$ cat config.mk
export PLATFORM = sky130hd
export DESIGN_NAME = mod_timer_ctrl_flat
export DESIGN_NICKNAME = d
export VERILOG_FILES = /design/src/rtl/mod_timer_ctrl_if.sv /design/src/rtl/mod_timer_ctrl.sv /design/src/flat_wrapper.sv
export SDC_FILE = /design/constraint.sdc
export NUM_CORES = 1
export LEC_CHECK = 0
export CORE_MARGIN = 5
export CORE_UTILIZATION = 56
export DETAILED_ROUTE_END_ITERATION = 8
export GPL_TIMING_DRIVEN = 1
export HOLD_SLACK_MARGIN = 0.15
export PLACE_DENSITY = 0.81
export SYNTH_ARGS = -nofsm -noshare
export SYNTH_HDL_FRONTEND = slang
export SYNTH_SLANG_ARGS = --single-unit
$ cat constraint.sdc
create_clock -name clk -period 2.7 [get_ports clk]
set_clock_uncertainty 0.1 [all_clocks]
set_input_delay 0.405 -clock clk [delete_from_list [all_inputs] [get_ports clk]]
set_output_delay 0.405 -clock clk [all_outputs]
set_load 0.01 [all_outputs]
$ cat src/rtl/mod_timer_ctrl_if.sv
// Control and status bundle of the mod_timer_ctrl period timer.
interface mod_timer_ctrl_if #(
  parameter int unsigned WIDTH = 16
);
  logic             start;
  logic             pause;
  logic             stop;
  logic             oneshot;
  logic             cfg_wr;
  logic [WIDTH-1:0] cfg_period;
  logic [WIDTH-1:0] q;
  logic             tick;
  logic             done;
  logic             busy;
  logic             cfg_err;
  logic [7:0]       wrap_cnt;

  modport master (
    output start, pause, stop, oneshot, cfg_wr, cfg_period,
    input  q, tick, done, busy, cfg_err, wrap_cnt
  );

  modport slave (
    input  start, pause, stop, oneshot, cfg_wr, cfg_period,
    output q, tick, done, busy, cfg_err, wrap_cnt
  );
endinterface

$ cat src/rtl/mod_timer_ctrl.sv
// Start/pause/stop period timer with shadowed period reload and tick/done pulses.
// Optional saturating wrap counter is built when MOD_TIMER_WRAP_CNT_EN is defined.
module mod_timer_ctrl #(
  parameter int unsigned WIDTH      = 16,
  parameter int unsigned DEF_PERIOD = 50223
) (
  input  logic            clk,
  input  logic            rst_n,
  mod_timer_ctrl_if.slave bus
);
  localparam int unsigned      CNT_W      = 8;
  localparam logic [WIDTH-1:0] MIN_PERIOD = WIDTH'(2);

  typedef enum logic [1:0] {IDLE = 2'd0, RUN = 2'd1, PAUSE = 2'd2} state_t;

  state_t           state, state_nx;
  logic [WIDTH-1:0] q_r, q_nx;
  logic [WIDTH-1:0] period, period_nx;
  logic [WIDTH-1:0] shadow, shadow_nx;
  logic             shadow_vld, shadow_vld_nx;
  logic             wrap_la, wrap_la_nx;
  logic             os_mode, os_mode_nx;
  logic             done_r, done_nx;
  logic             cfg_err_r, cfg_err_nx;
  logic             busy_r, busy_nx;
  logic             cfg_ok, apply_cfg;

  always_ff @(posedge clk or negedge rst_n) begin
    if (!rst_n) begin
      state      <= IDLE;
      q_r        <= '0;
      period     <= WIDTH'(DEF_PERIOD);
      shadow     <= '0;
      shadow_vld <= 1'b0;
      wrap_la    <= 1'b0;
      os_mode    <= 1'b0;
      done_r     <= 1'b0;
      cfg_err_r  <= 1'b0;
      busy_r     <= 1'b0;
    end else begin
      state      <= state_nx;
      q_r        <= q_nx;
      period     <= period_nx;
      shadow     <= shadow_nx;
      shadow_vld <= shadow_vld_nx;
      wrap_la    <= wrap_la_nx;
      os_mode    <= os_mode_nx;
      done_r     <= done_nx;
      cfg_err_r  <= cfg_err_nx;
      busy_r     <= busy_nx;
    end
  end

  // wrap_la marks "q is P-1 in RUN": it drives tick and selects the wrap without comparing q
  always_comb begin
    state_nx      = state;
    q_nx          = q_r;
    period_nx     = period;
    shadow_nx     = shadow;
    shadow_vld_nx = shadow_vld;
    wrap_la_nx    = 1'b0;
    os_mode_nx    = os_mode;
    done_nx       = 1'b0;
    apply_cfg     = 1'b0;
    cfg_ok        = bus.cfg_wr && (bus.cfg_period >= MIN_PERIOD);
    cfg_err_nx    = bus.cfg_wr && !cfg_ok;

    case (state)
      IDLE: begin
        q_nx = '0;
        if (cfg_ok) period_nx = bus.cfg_period;
        if (!bus.stop && bus.start) begin
          state_nx   = RUN;
          os_mode_nx = bus.oneshot;
        end
      end
      RUN: begin
        if (cfg_ok) begin
          shadow_nx     = bus.cfg_period;
          shadow_vld_nx = 1'b1;
        end
        if (bus.stop) begin
          state_nx  = IDLE;
          q_nx      = '0;
          apply_cfg = 1'b1;
        end else if (bus.pause) begin
          state_nx = PAUSE;
        end else if (wrap_la) begin
          q_nx      = '0;
          apply_cfg = 1'b1;
          if (os_mode) begin
            state_nx = IDLE;
            done_nx  = 1'b1;
          end
        end else begin
          q_nx       = q_r + WIDTH'(1);
          wrap_la_nx = (q_r == period - WIDTH'(2));
        end
      end
      PAUSE: begin
        if (cfg_ok) begin
          shadow_nx     = bus.cfg_period;
          shadow_vld_nx = 1'b1;
        end
        if (bus.stop) begin
          state_nx  = IDLE;
          q_nx      = '0;
          apply_cfg = 1'b1;
        end else if (bus.start) begin
          state_nx   = RUN;
          wrap_la_nx = (q_r == period - WIDTH'(1));
        end
      end
      default: begin
        state_nx = IDLE;
        q_nx     = '0;
      end
    endcase

    // A write landing on the reload edge is the most recent one, so it beats the shadow
    if (apply_cfg) begin
      shadow_vld_nx = 1'b0;
      if (cfg_ok)          period_nx = bus.cfg_period;
      else if (shadow_vld) period_nx = shadow;
    end

    busy_nx = (state_nx != IDLE);
  end

  assign bus.q       = q_r;
  assign bus.tick    = wrap_la;
  assign bus.done    = done_r;
  assign bus.busy    = busy_r;
  assign bus.cfg_err = cfg_err_r;

`ifdef MOD_TIMER_WRAP_CNT_EN
  logic [CNT_W-1:0] wrap_cnt_r;
  logic             cnt_clr, cnt_inc;

  assign cnt_clr = (state == IDLE) && !bus.stop && bus.start;
  assign cnt_inc = (state == RUN) && !bus.stop && !bus.pause && wrap_la;

  always_ff @(posedge clk or negedge rst_n) begin
    if (!rst_n)                          wrap_cnt_r <= '0;
    else if (cnt_clr)                    wrap_cnt_r <= '0;
    else if (cnt_inc && wrap_cnt_r != '1) wrap_cnt_r <= wrap_cnt_r + CNT_W'(1);
  end

  assign bus.wrap_cnt = wrap_cnt_r;
`else
  assign bus.wrap_cnt = CNT_W'(0);
`endif
endmodule

$ cat src/flat_wrapper.sv
// flat-port wrapper written by rule: the top's interface ports become plain ports
module mod_timer_ctrl_flat 
#(
  parameter int unsigned WIDTH      = 16,
  parameter int unsigned DEF_PERIOD = 50223
)
  (clk, rst_n, bus_start, bus_pause, bus_stop, bus_oneshot, bus_cfg_wr, bus_cfg_period, bus_q, bus_tick, bus_done, bus_busy, bus_cfg_err, bus_wrap_cnt);
  mod_timer_ctrl_if #(.WIDTH(WIDTH)) bus_i ();
  input  logic clk;
  input  logic rst_n;
  input wire logic [$bits(bus_i.start)-1:0] bus_start;
  input wire logic [$bits(bus_i.pause)-1:0] bus_pause;
  input wire logic [$bits(bus_i.stop)-1:0] bus_stop;
  input wire logic [$bits(bus_i.oneshot)-1:0] bus_oneshot;
  input wire logic [$bits(bus_i.cfg_wr)-1:0] bus_cfg_wr;
  input wire logic [$bits(bus_i.cfg_period)-1:0] bus_cfg_period;
  output wire logic [$bits(bus_i.q)-1:0] bus_q;
  output wire logic [$bits(bus_i.tick)-1:0] bus_tick;
  output wire logic [$bits(bus_i.done)-1:0] bus_done;
  output wire logic [$bits(bus_i.busy)-1:0] bus_busy;
  output wire logic [$bits(bus_i.cfg_err)-1:0] bus_cfg_err;
  output wire logic [$bits(bus_i.wrap_cnt)-1:0] bus_wrap_cnt;
  assign bus_i.start = bus_start;
  assign bus_i.pause = bus_pause;
  assign bus_i.stop = bus_stop;
  assign bus_i.oneshot = bus_oneshot;
  assign bus_i.cfg_wr = bus_cfg_wr;
  assign bus_i.cfg_period = bus_cfg_period;
  assign bus_q = bus_i.q;
  assign bus_tick = bus_i.tick;
  assign bus_done = bus_i.done;
  assign bus_busy = bus_i.busy;
  assign bus_cfg_err = bus_i.cfg_err;
  assign bus_wrap_cnt = bus_i.wrap_cnt;
  mod_timer_ctrl #(.WIDTH(WIDTH), .DEF_PERIOD(DEF_PERIOD)) u_core (.clk(clk), .rst_n(rst_n), .bus(bus_i));
endmodule
==> results of run 1 <==
## area by class of cell
class	count	area share, %
clock buffers	6	1.60
clock inverters	2	1.33
inverters	10	0.830
multi-input cells	328	50.5
flip-flops and latches	56	31.2
well taps	96	2.66
repair buffers	56	11.8
## metal layers
layer,vias to the layer above,routed length [microns],GRT usage (%)
met5,-,0,0
met4,0,191,8.18
met3,17,487,3.62
met2,111,4460,36.9
met1,1609,4100,28.4
li1,1588,-,-
## how the worst max path moves through the flow
stage | startpoint | end | slack [ns]
after floorplan | u_core.period[1] | u_core.bus.tick | 0.54
after global placement | bus_cfg_period[13] | u_core.shadow[10] | 0.19
after detailed placement | bus_cfg_period[13] | u_core.shadow[6] | 0.11
after CTS | u_core.period[0] | u_core.bus.tick | 0.19
after global routing | u_core.period[2] | u_core.bus.tick | 0.002
final | u_core.period[2] | u_core.bus.tick | 0.14
## state kept, by name, summed over array words and instances (netlist names)
| name | flops |
|---|---|
| u_core.bus.q | 16 |
| u_core.period | 16 |
| u_core.shadow | 16 |
| u_core.state | 2 |
| u_core.bus.busy | 1 |
| u_core.bus.cfg_err | 1 |
| u_core.bus.done | 1 |
| u_core.bus.tick | 1 |
| u_core.os_mode | 1 |
| u_core.shadow_vld | 1 |
## per-stage QoR
step | util [%] | instance area (sq um) | hold slack (ns) | setup WS, ns | total power [mW]
after floorplan | - | 3930 | 0.00941 | 0.538 | 3.00
after global placement | 64.5 | 4380 | 0.244 | 0.189 | 3.39
after detailed placement | 64.5 | 4380 | 0.244 | 0.109 | 3.47
after CTS | 66.6 | 4520 | 0.420 | 0.187 | 4.13
after global routing | 66.6 | 4520 | 0.424 | 0.00171 | 4.41
final | 66.6 | 4520 | 0.419 | 0.142 | 4.13
## critical path: cells and delay by family, from the launching register on
family                   cells  cell delay, ns
AO/OA/AOI/OAI                4            1.01
adder cells (fa/ha/maj)      1            0.25
buffers and inverters        1            0.07
flip-flops                   1            0.44
AND/OR/NAND/NOR              2            0.60
## logic make-up (layout without fill, tap and decap cells)
family / Yosys count / in the layout
simple gates: 166 / 166
buf+inv: 45 / 74
other cells: 1 / 8
fa+ha+maj: 7 / 7
compound gates: 91 / 91
mux: 19 / 19
flops: 56 / 56
xor+xnor: 37 / 37
## power groups by stage
stage / logic (mW) / clock network (mW) / registers [mW]
after floorplan: 1.60 / 0 / 1.40
final: 1.75 / 0.646 / 1.74
after detailed placement: 1.73 / 0 / 1.74
after CTS: 1.74 / 0.659 / 1.72
after global routing: 1.92 / 0.693 / 1.80
after global placement: 1.69 / 0 / 1.71
## cell usage in the layout (no fill, tap or decap), drive strengths merged, types with 8 or more instances in the layout
master and count:
buf 14, o21ai 35, a21oi 11, nor2 47
mux2 17, xor2 20, conb 8, nand4 8
nor4 11, nand2 28, o221a 16, nor3b 19
nand3 12, xnor2 17, inv 10, clkdlybuf4s50 41
dfstp 8, dfrtp 48
==> impl_metrics.csv, run 1 <==
group,metric,value,unit
worst_hold_path,min_path_cells,1,
sta,report.final.hold_viol_count,0,
power_and_ir_drop,p_int,2.46,mW
synthesis,synthTopCellsByCount,"dfrtp_1, nor2_1, o21ai_0",
worst_setup_path,cp-end-kind,"register",
grt,grt_pass1_wl,15600,microns
sta,fin_crit,2.56,ns
clocking,clk_latency,0.31,ns
clocking,holdBufCountCts,1,
synthesis,yosys.area.top_type,"dfrtp_1",
placed_design,port_buffers,42,
worst_setup_path,cp.arrival,2.70,ns
finish,drive_gt1_share,17.0,%
worst_setup_path,r2r_cells,8,
run_status,status,"finished, final reports clean",
sta,worstMarginPinSlew,0.911,ns
floorplanning,core,6790,sq um
worst_setup_path,cp_slowest_stage_delay,0.44,ns
clocking,postCtsSetupBuffers,0,
floorplanning,die_width,93.5,microns
grt,antenna_found_initial,0,
synthesis,syn_inst,422,
synthesis,synth_area_leaders,"dfrtp_1, dfstp_2, mux2_2",
power_and_ir_drop,seqPwrFrac,42.1,%
synthesis,ys_seq_area_share,36.1,%
power_and_ir_drop,switching_share,40.3,%
synthesis,synth-seq-cells,56,
synthesis,synth_top_area_share,30.7,%
route,vias,3325,
worst_hold_path,hold_end,"u_core.shadow[8]",
clocking,path_clk_slew,0.10,ns
synthesis,synth-xor-area-share,8.29,%
clocking,max-clock-path-buffers,2,
floorplanning,fp.dieH,93.5,microns
grt,grt_overflow,0,
synthesis,netlist_area,3910,sq um
synthesis,synth_adder_area_share,2.24,%
sta,tns,0,ns
synthesis,yosysMostFrequentCell,"dfrtp_1",
worst_setup_path,slowest_stage,"dfstp_2",
sta,drv_slew,0,
power_and_ir_drop,max-vdd-ir-drop,591,uV
worst_hold_path,hp-class,"reg2reg",
synthesis,synthDistinctLibCells,59,
power_and_ir_drop,combPwrFrac,42.3,%
finish,layout.nets,487,
synthesis,synth_top_family_by_area,"simple AND/OR/NAND/NOR gates",
finish,layoutNonFillerInstCount,554,
finish,register_area,1410,sq um
worst_setup_path,r2r_start,"u_core.period[2]",
worst_hold_path,min_from,"u_core.shadow[8]",
synthesis,ys.flop_type,"dfrtp_1",
floorplanning,die-area,8750,sq um
placed_design,place_congestion,0.881,
clocking,cts_tree,"built",
floorplanning,rows,30,
power_and_ir_drop,power.density,913,nW/um^2
worst_setup_path,path_max_fanout,7,
finish,area_growth,15.7,%
synthesis,ys_async_sr_fraction,100,%
floorplanning,io_pins,51,
finish,multi_input_area,2280,sq um
synthesis,yosysWarnings,0,
synthesis,synth_edf_count,0,
clocking,postCtsResizedCells,0,
job,maxCapViolCount,0,
route,via_per_inst,6.00,
floorplanning,initial_core_util,57.5,%
placed_design,place_hpwl,6820,microns
sta,min_period_over_period,94.7,%
clocking,cts_max_level,2,
clocking,cts.sinks,56,
worst_setup_path,crit_path_start_kind,"register",
synthesis,synth_compound_area_share,16.7,%
synthesis,synth.avg_cell_area,9.26,sq um
finish,fill_cells,569,
grt,grt_pass1_vias,3372,
route,first_pass_iters,4,
route,post-route-drc-count,0,
route,routed_wl,9240,microns
route,first_iter_violations,298,
worst_setup_path,reg2reg_slack,0.14,ns
sta,setup_viol,0,
synthesis,synth.area.mux_share,5.41,%
clocking,cts_made_buffers,5,
worst_setup_path,required,2.84,ns
grt,grt_use_total,21.9,%
worst_setup_path,reg2reg_to,"u_core.bus.tick",
worst_setup_path,critPathKind,"reg2reg",
sta,max_freq,0.391,GHz
power_and_ir_drop,power.switching,1.66,mW
route,antenna_left,0,
sta,rsz0062_at_grt,"no",
grt,grt_max_degree,40,
placed_design,dp.cells,545,
power_and_ir_drop,leakage,1.70,nW
clocking,root_buffer,"clkbuf_8",
power_and_ir_drop,power_frac_clock,15.6,%
route,wire_per_inst,16.7,microns
finish,antenna_cells,0,
synthesis,yosys.area_share.simple,25.0,%
sta,maxSlewHeadroom,39.2,%
worst_setup_path,cp_cell_sequence,"inv_1 -> ha_1 -> nor4b_4 -> nand2_1 -> a211oi_1 -> o21ai_0 -> a2111oi_2 -> a32o_1",
Note: power is estimated with default switching activity, not from simulation.
==> run 2, diff against run 1 <==
ABC_AREA = 1   (was not set)
CORE_UTILIZATION = 57   (was 56)
PLACE_DENSITY = 0.92   (was 0.81)
==> run 2 against run 1 <==
  * Area after synthesis up 10%
  * Critical path depth up 4
  * Register-to-register slack improved by 0.33 ns
  * Clock power down 12%
  * Clock-buffer cell count down 1
  * Via count rose by 35%
  * Cell count up 48%
  * Sequential power decreased by 13%
  * Fmax grew 13%
  * Critical endpoint is now u_core.period[7]
==> impl_metrics.csv, run 2 <==
group,metric,value,unit
route,vias,4503,
worst_setup_path,critPathBufInv,3,
worst_setup_path,cp-end-kind,"register",
worst_setup_path,critPathTopFamily,"simple AND/OR/NAND/NOR gates",
sta,tns,0,ns
finish,register_area,1410,sq um
synthesis,netlist_area,4300,sq um
synthesis,ys_async_sr_fraction,100,%
synthesis,synth-seq-cells,56,
floorplanning,initial_core_util,59.0,%
finish,drive_gt1_share,8.19,%
grt,grt_use_total,25.5,%
synthesis,synth_top_area_share,27.9,%
sta,fin_crit,2.25,ns
clocking,cts_made_buffers,5,
sta,worstMarginPinSlew,0.654,ns
route,routed_wl,11700,microns
finish,final_cell_mix,"nand2_1, inv_1, nor2_1",
clocking,cts.sinks,56,
worst_setup_path,cp_cell_sequence,"clkdlybuf4s50_1 -> inv_1 -> nand4_1 -> nor2_2 -> nand2_4 -> nand3_2 -> inv_1 -> nand2_1 -> nand3_1 -> nand2_1 -> nand2_1 -> nand2_1",
finish,fill_cells,654,
floorplanning,die-area,9380,sq um
worst_setup_path,slowest_stage,"clkdlybuf4s50_1",
synthesis,ys.flop_type,"dfrtp_1",
worst_setup_path,critPathKind,"in2reg",
finish,layout.nets,749,
sta,setup_ws,0.445,ns
route,antenna_left,0,
power_and_ir_drop,total_power,4.26,mW
route,first_iter_violations,405,
worst_setup_path,cp_slowest_stage_delay,0.50,ns
clocking,max-clock-path-buffers,2,
synthesis,synth.avg_cell_area,6.31,sq um
synthesis,synthDistinctLibCells,34,
route,post-route-drc-count,0,
synthesis,yosysMostFrequentCell,"nand2_1",
worst_setup_path,cp.arrival,2.35,ns
route,wire_per_inst,14.3,microns
placed_design,preCtsSetupSlack,0.170,ns
placed_design,place_hpwl,9100,microns
finish,mostFrequentLayoutCell,"nand2_1",
sta,report.final.hold_viol_count,0,
finish,area_growth,13.4,%
route,first_pass_iters,5,
clocking,path_clk_slew,0.10,ns
sta,max_freq,0.443,GHz
worst_setup_path,required,2.79,ns
clocking,cts_max_level,2,
route,via_per_inst,5.50,
run_status,status,"finished, final reports clean",
clocking,clk_latency,0.31,ns
power_and_ir_drop,power.density,873,nW/um^2
grt,antenna_found_initial,0,
placed_design,place_congestion,0.926,
power_and_ir_drop,leakage,2.48,nW
sta,drv_slew,0,
floorplanning,die_width,96.9,microns
power_and_ir_drop,max-vdd-ir-drop,580,uV
job,maxCapViolCount,0,
synthesis,ys_seq_area_share,32.8,%
worst_setup_path,crit_path_start_kind,"input pin",
synthesis,synthTopCellsByCount,"nand2_1, inv_1, nor2_1",
grt,grt_overflow,0,
grt,grt_pass1_vias,4347,
placed_design,port_buffers,42,
grt,grt_max_degree,34,
synthesis,synth_area_leaders,"dfrtp_1, nand2_1, inv_1",
clocking,root_buffer,"clkbuf_8",
worst_setup_path,cp_common_cell,"nand2_1",
sta,setup_viol,0,
grt,grt_pass1_wl,20400,microns
floorplanning,io_pins,51,
clocking,cts_tree,"built",
finish,antenna_cells,0,
finish,final_area,4880,sq um
floorplanning,core,7290,sq um
sta,min_period_over_period,83.5,%
sta,maxSlewHeadroom,56.3,%
synthesis,syn_inst,682,
floorplanning,rows,31,
sta,rsz0062_at_grt,"no",
floorplanning,fp.dieH,96.9,microns
placed_design,placed_cell_area,4750,sq um
worst_setup_path,path_max_fanout,24,
synthesis,yosys.area.top_type,"dfrtp_1",
worst_hold_path,hp-class,"reg2reg",
finish,multi_input_area,2410,sq um
synthesis,synth_edf_count,0,
synthesis,yosysWarnings,0,
==> run 2: layer usage <==
layer  up-vias  share of wire [%]  track usage (%)
met1      2064                 41             32.1
met3        32                7.2             3.74
li1       2186                  -                -
met4         0                3.3             8.64
met5         -                  0                0
met2       221                 49             44.6
==> run 2: kinds of logic after synthesis <==
kind of cell	synth area share, %
multiplexers	0.262
adder cells (fa/ha/maj)	2.04
AND/OR/NAND/NOR	39.2
buffers and inverters	11.9
AO/OA/AOI/OAI	11.2
other	0.0872
XOR/XNOR	2.44
flip-flops	32.8
==> run 2: timing repair <==
| action | CTS | global route |
|---|---|---|
| resized for setup | 0 | 0 |
| setup buffers | 0 | 0 |
| hold buffers | 1 | 0 |
| setup endpoints to repair | 0 | 0 |
| endpoints found under the hold margin | 16 | 0 |
==> run 2: power by group <==
| group | leakage (nW) | total [mW] | internal, mW | switching, mW |
|---|---|---|---|---|
| combinational | 1.72 | 2.17 | 0.756 | 1.41 |
| sequential | 0.703 | 1.52 | 1.15 | 0.368 |
| clock | 0.0548 | 0.568 | 0.280 | 0.288 |
==> run 2: worst paths after layout <==
kind | from | endpoint | slack [ns] | cells after the start
worst max-delay path | bus_cfg_period[15] | u_core.period[7] | 0.45 | 12
worst min-delay path | u_core.shadow[4] | u_core.shadow[4] | 0.40 | 2
worst max register to register | u_core.state[0] | u_core.period[7] | 0.47 | 9
worst min register to register | u_core.shadow[4] | u_core.shadow[4] | 0.40 | 2
max in group asynchronous | rst_n | u_core.period[14] | 1.32 | 3
min in group asynchronous | rst_n | u_core.shadow[1] | 0.45 | 2
==> run 2: through the flow <==
step | utilization [%] | hold WS (ns) | instances
detailed placement | 65.2 | 0.267 | 810
global route | 66.9 | 0.433 | 819
finish | 66.9 | 0.402 | 819
CTS | 66.9 | 0.400 | 819
global placement | 65.2 | 0.254 | 810
floorplan | - | 0.00941 | 689
==> run 2: worst register-to-register path, delay by kind of cell, from the launching register on <==
| kind | cells | cell delay [ns] |
|---|---|---|
| AND/OR/NAND/NOR | 6 | 0.82 |
| buffers and inverters | 2 | 0.44 |
| adder cells (fa/ha/maj) | 1 | 0.33 |
| flip-flops | 1 | 0.42 |
==> run 2: layout make-up <==
cell class / instances / area share, %
inverters: 97 / 7.46
flip-flops and latches: 56 / 28.9
well taps: 99 / 2.54
repair buffers: 47 / 9.34
clock buffers: 5 / 1.41
clock inverters: 3 / 0.949
multi-input cells: 512 / 49.4
==> run 3, diff against run 2 <==
CORE_UTILIZATION = 52   (was 57)
PLACE_DENSITY = 0.89   (was 0.92)
clock period = 1.93 ns   (was 2.7 ns; I/O delays follow)
==> run 3 against run 2 <==
  * Clock-buffer cell count is 1 higher
  * Final area grew 15%
  * Sequential power is 34% higher
  * Register-to-register slack worse by 0.44 ns
  * Total power is 59% higher
  * Non-clock buffer count increased by 67
  * Sequential cell count unchanged
  * Worst setup slack got worse by 0.41 ns
  * Combinational power rose by 84%
  * Worst hold slack got worse by 0.044 ns
  * Critical path type is now reg2reg
  * Largest cell class unchanged
  * Highest routed layer unchanged
==> impl_metrics.csv, run 3 (synthesis gave the netlist of run 2 again) <==
group,metric,value,unit
worst_setup_path,crit_start,"u_core.state[1]",
finish,fill_cells,636,
placed_design,place_congestion,0.917,
grt,grt_use_total,24.9,%
sta,min_period_over_period,98.3,%
finish,multi_input_area,2550,sq um
grt,grt_overflow,0,
clocking,clk_latency,0.32,ns
grt,grt_pass1_wl,20800,microns
clocking,path_clk_slew,0.11,ns
route,routed_wl,13200,microns
floorplanning,rows,33,
sta,max_freq,0.527,GHz
worst_setup_path,required,2.05,ns
sta,maxSlewHeadroom,57.3,%
sta,report.final.hold_viol_count,0,
route,antenna_left,0,
placed_design,preCtsSetupSlack,-0.253,ns
worst_setup_path,reg2reg_to,"u_core.bus.busy",
clocking,cts_tree,"built",
clocking,root_buffer,"clkbuf_8",
sta,fin_crit,1.90,ns
finish,antenna_cells,0,
grt,grt_max_degree,38,
placed_design,port_buffers,42,
sta,drv_slew,0,
finish,layout.nets,816,
finish,drive_gt1_share,19.7,%
finish,area_growth,30.1,%
route,post-route-drc-count,0,
floorplanning,io_pins,51,
power_and_ir_drop,power.switching,3.25,mW
finish,register_area,1420,sq um
power_and_ir_drop,combPwrFrac,59.3,%
sta,setup_ws,0.0323,ns
floorplanning,die-area,10200,sq um
floorplanning,initial_core_util,52.9,%
finish,mostFrequentLayoutCell,"nand2_1",
floorplanning,fp.dieH,101,microns
power_and_ir_drop,p_int,3.50,mW
worst_setup_path,critPathKind,"reg2reg",
grt,antenna_found_initial,0,
worst_setup_path,cp.arrival,2.02,ns
worst_hold_path,hp-class,"in2async",
sta,worstMarginPinSlew,0.640,ns
floorplanning,die_width,101,microns
power_and_ir_drop,switching_share,48.1,%
run_status,status,"finished, final reports clean",
worst_setup_path,crit_end,"u_core.bus.busy",
floorplanning,core,8130,sq um
worst_setup_path,r2r_start,"u_core.state[1]",
worst_setup_path,reg2reg_slack,0.03,ns
worst_setup_path,path_max_fanout,4,
clocking,max-clock-path-buffers,2,
clocking,cts_max_level,2,
power_and_ir_drop,power_frac_clock,10.4,%
worst_setup_path,crit_path_start_kind,"register",
sta,setup_viol,0,
route,vias,4894,
clocking,cts_made_buffers,5,
sta,rsz0062_at_grt,"yes",
route,wire_per_inst,14.8,microns
power_and_ir_drop,total_power,6.75,mW
power_and_ir_drop,max-vdd-ir-drop,601,uV
power_and_ir_drop,power.density,1210,nW/um^2
finish,final_cell_mix,"nand2_1, inv_1, buf_4",
finish,fin_util,68.8,%
worst_setup_path,cp-end-kind,"register",
power_and_ir_drop,leakage,2.86,nW
route,first_pass_iters,6,
grt,grt_pass1_vias,4600,
job,maxCapViolCount,0,
route,first_iter_violations,397,
clocking,cts.sinks,56,
power_and_ir_drop,seqPwrFrac,30.3,%
placed_design,place_hpwl,9640,microns
worst_setup_path,r2r_cells,11,
route,via_per_inst,5.49,
run 3: cell count changes in the layout (fill, tap and decap cells not counted), moves of 3 or more:
cell | before | now
nor2_2 | 9 | 12
ha_4 | 0 | 4
nand2_4 | 2 | 5
buf_12 | 0 | 5
nand2_1 | 231 | 227
ha_1 | 7 | 2
nor2_1 | 68 | 63
buf_4 | 4 | 64
dfrtp_2 | 0 | 5
dfrtp_1 | 48 | 43
inv_2 | 5 | 11
inv_1 | 92 | 85
o21ai_0 | 53 | 50
run 3: area by class of cell:
cell class | instances | share of cell area [%]
well taps | 105 | 2.35
clock inverters | 2 | 0.313
repair buffers | 114 | 18.5
clock buffers | 6 | 1.30
inverters | 97 | 6.55
flip-flops and latches | 56 | 25.3
multi-input cells | 512 | 45.6
run 3: stage by stage:
| stage | hold slack, ns | area [sq um] | instances | setup TNS (ns) |
|---|---|---|---|---|
| after floorplan | -0.106 | 4330 | 689 | 0 |
| after global placement | 0.173 | 5220 | 870 | -4.33 |
| after detailed placement | 0.185 | 5220 | 870 | -6.80 |
| after CTS | 0.364 | 5350 | 880 | 0 |
| after global routing | 0.405 | 5590 | 892 | -0.373 |
| final | 0.357 | 5590 | 892 | 0 |
run 3: how the worst min path moves through the flow:
stage,start,endpoint,slack (ns),depth (start not counted)
6_report,rst_n,u_core.shadow[11],0.36,2
5_1_grt,rst_n,u_core.shadow_vld,0.40,2
4_1_cts,rst_n,u_core.shadow_vld,0.36,2
3_5_place_dp,rst_n,u_core.shadow[11],0.18,1
3_3_place_gp,rst_n,u_core.shadow_vld,0.17,1
2_1_floorplan,rst_n,u_core.bus.busy,-0.11,0
run 3: repair_timing:
action,CTS,global route
cloned,0,1
setup endpoints to repair,10,21
setup buffers,1,11
pin swaps,6,18
resized for setup,5,40
hold buffers,1,0
hold endpoints to repair,19,0
run 3: power by group through the flow:
| stage | registers, mW | logic, mW | clock network, mW |
|---|---|---|---|
| floorplan | 1.94 | 2.42 | 0 |
| global placement | 1.99 | 3.36 | 0 |
| detailed placement | 2.02 | 3.51 | 0 |
| CTS | 2.00 | 3.59 | 0.713 |
| global route | 2.07 | 4.43 | 0.749 |
| finish | 2.04 | 4.00 | 0.705 |
run 3: critical path, cell delays in order, from the launching register on:
cell and delay, ns:
dfrtp_1 0.41, inv_2 0.09, ha_4 0.18, nand2_4 0.08
inv_4 0.04, buf_4 0.12, buf_4 0.12, o21ai_0 0.07
o21ai_0 0.16, nand2_1 0.09, inv_1 0.05, or2_2 0.28
run 3: per-layer routing:
layer | wire [microns] | GRT usage, %
met3 | 1060 | 2.98
met1 | 5090 | 30.3
met4 | 497 | 9.00
met5 | 0 | 0
met2 | 6520 | 44.9
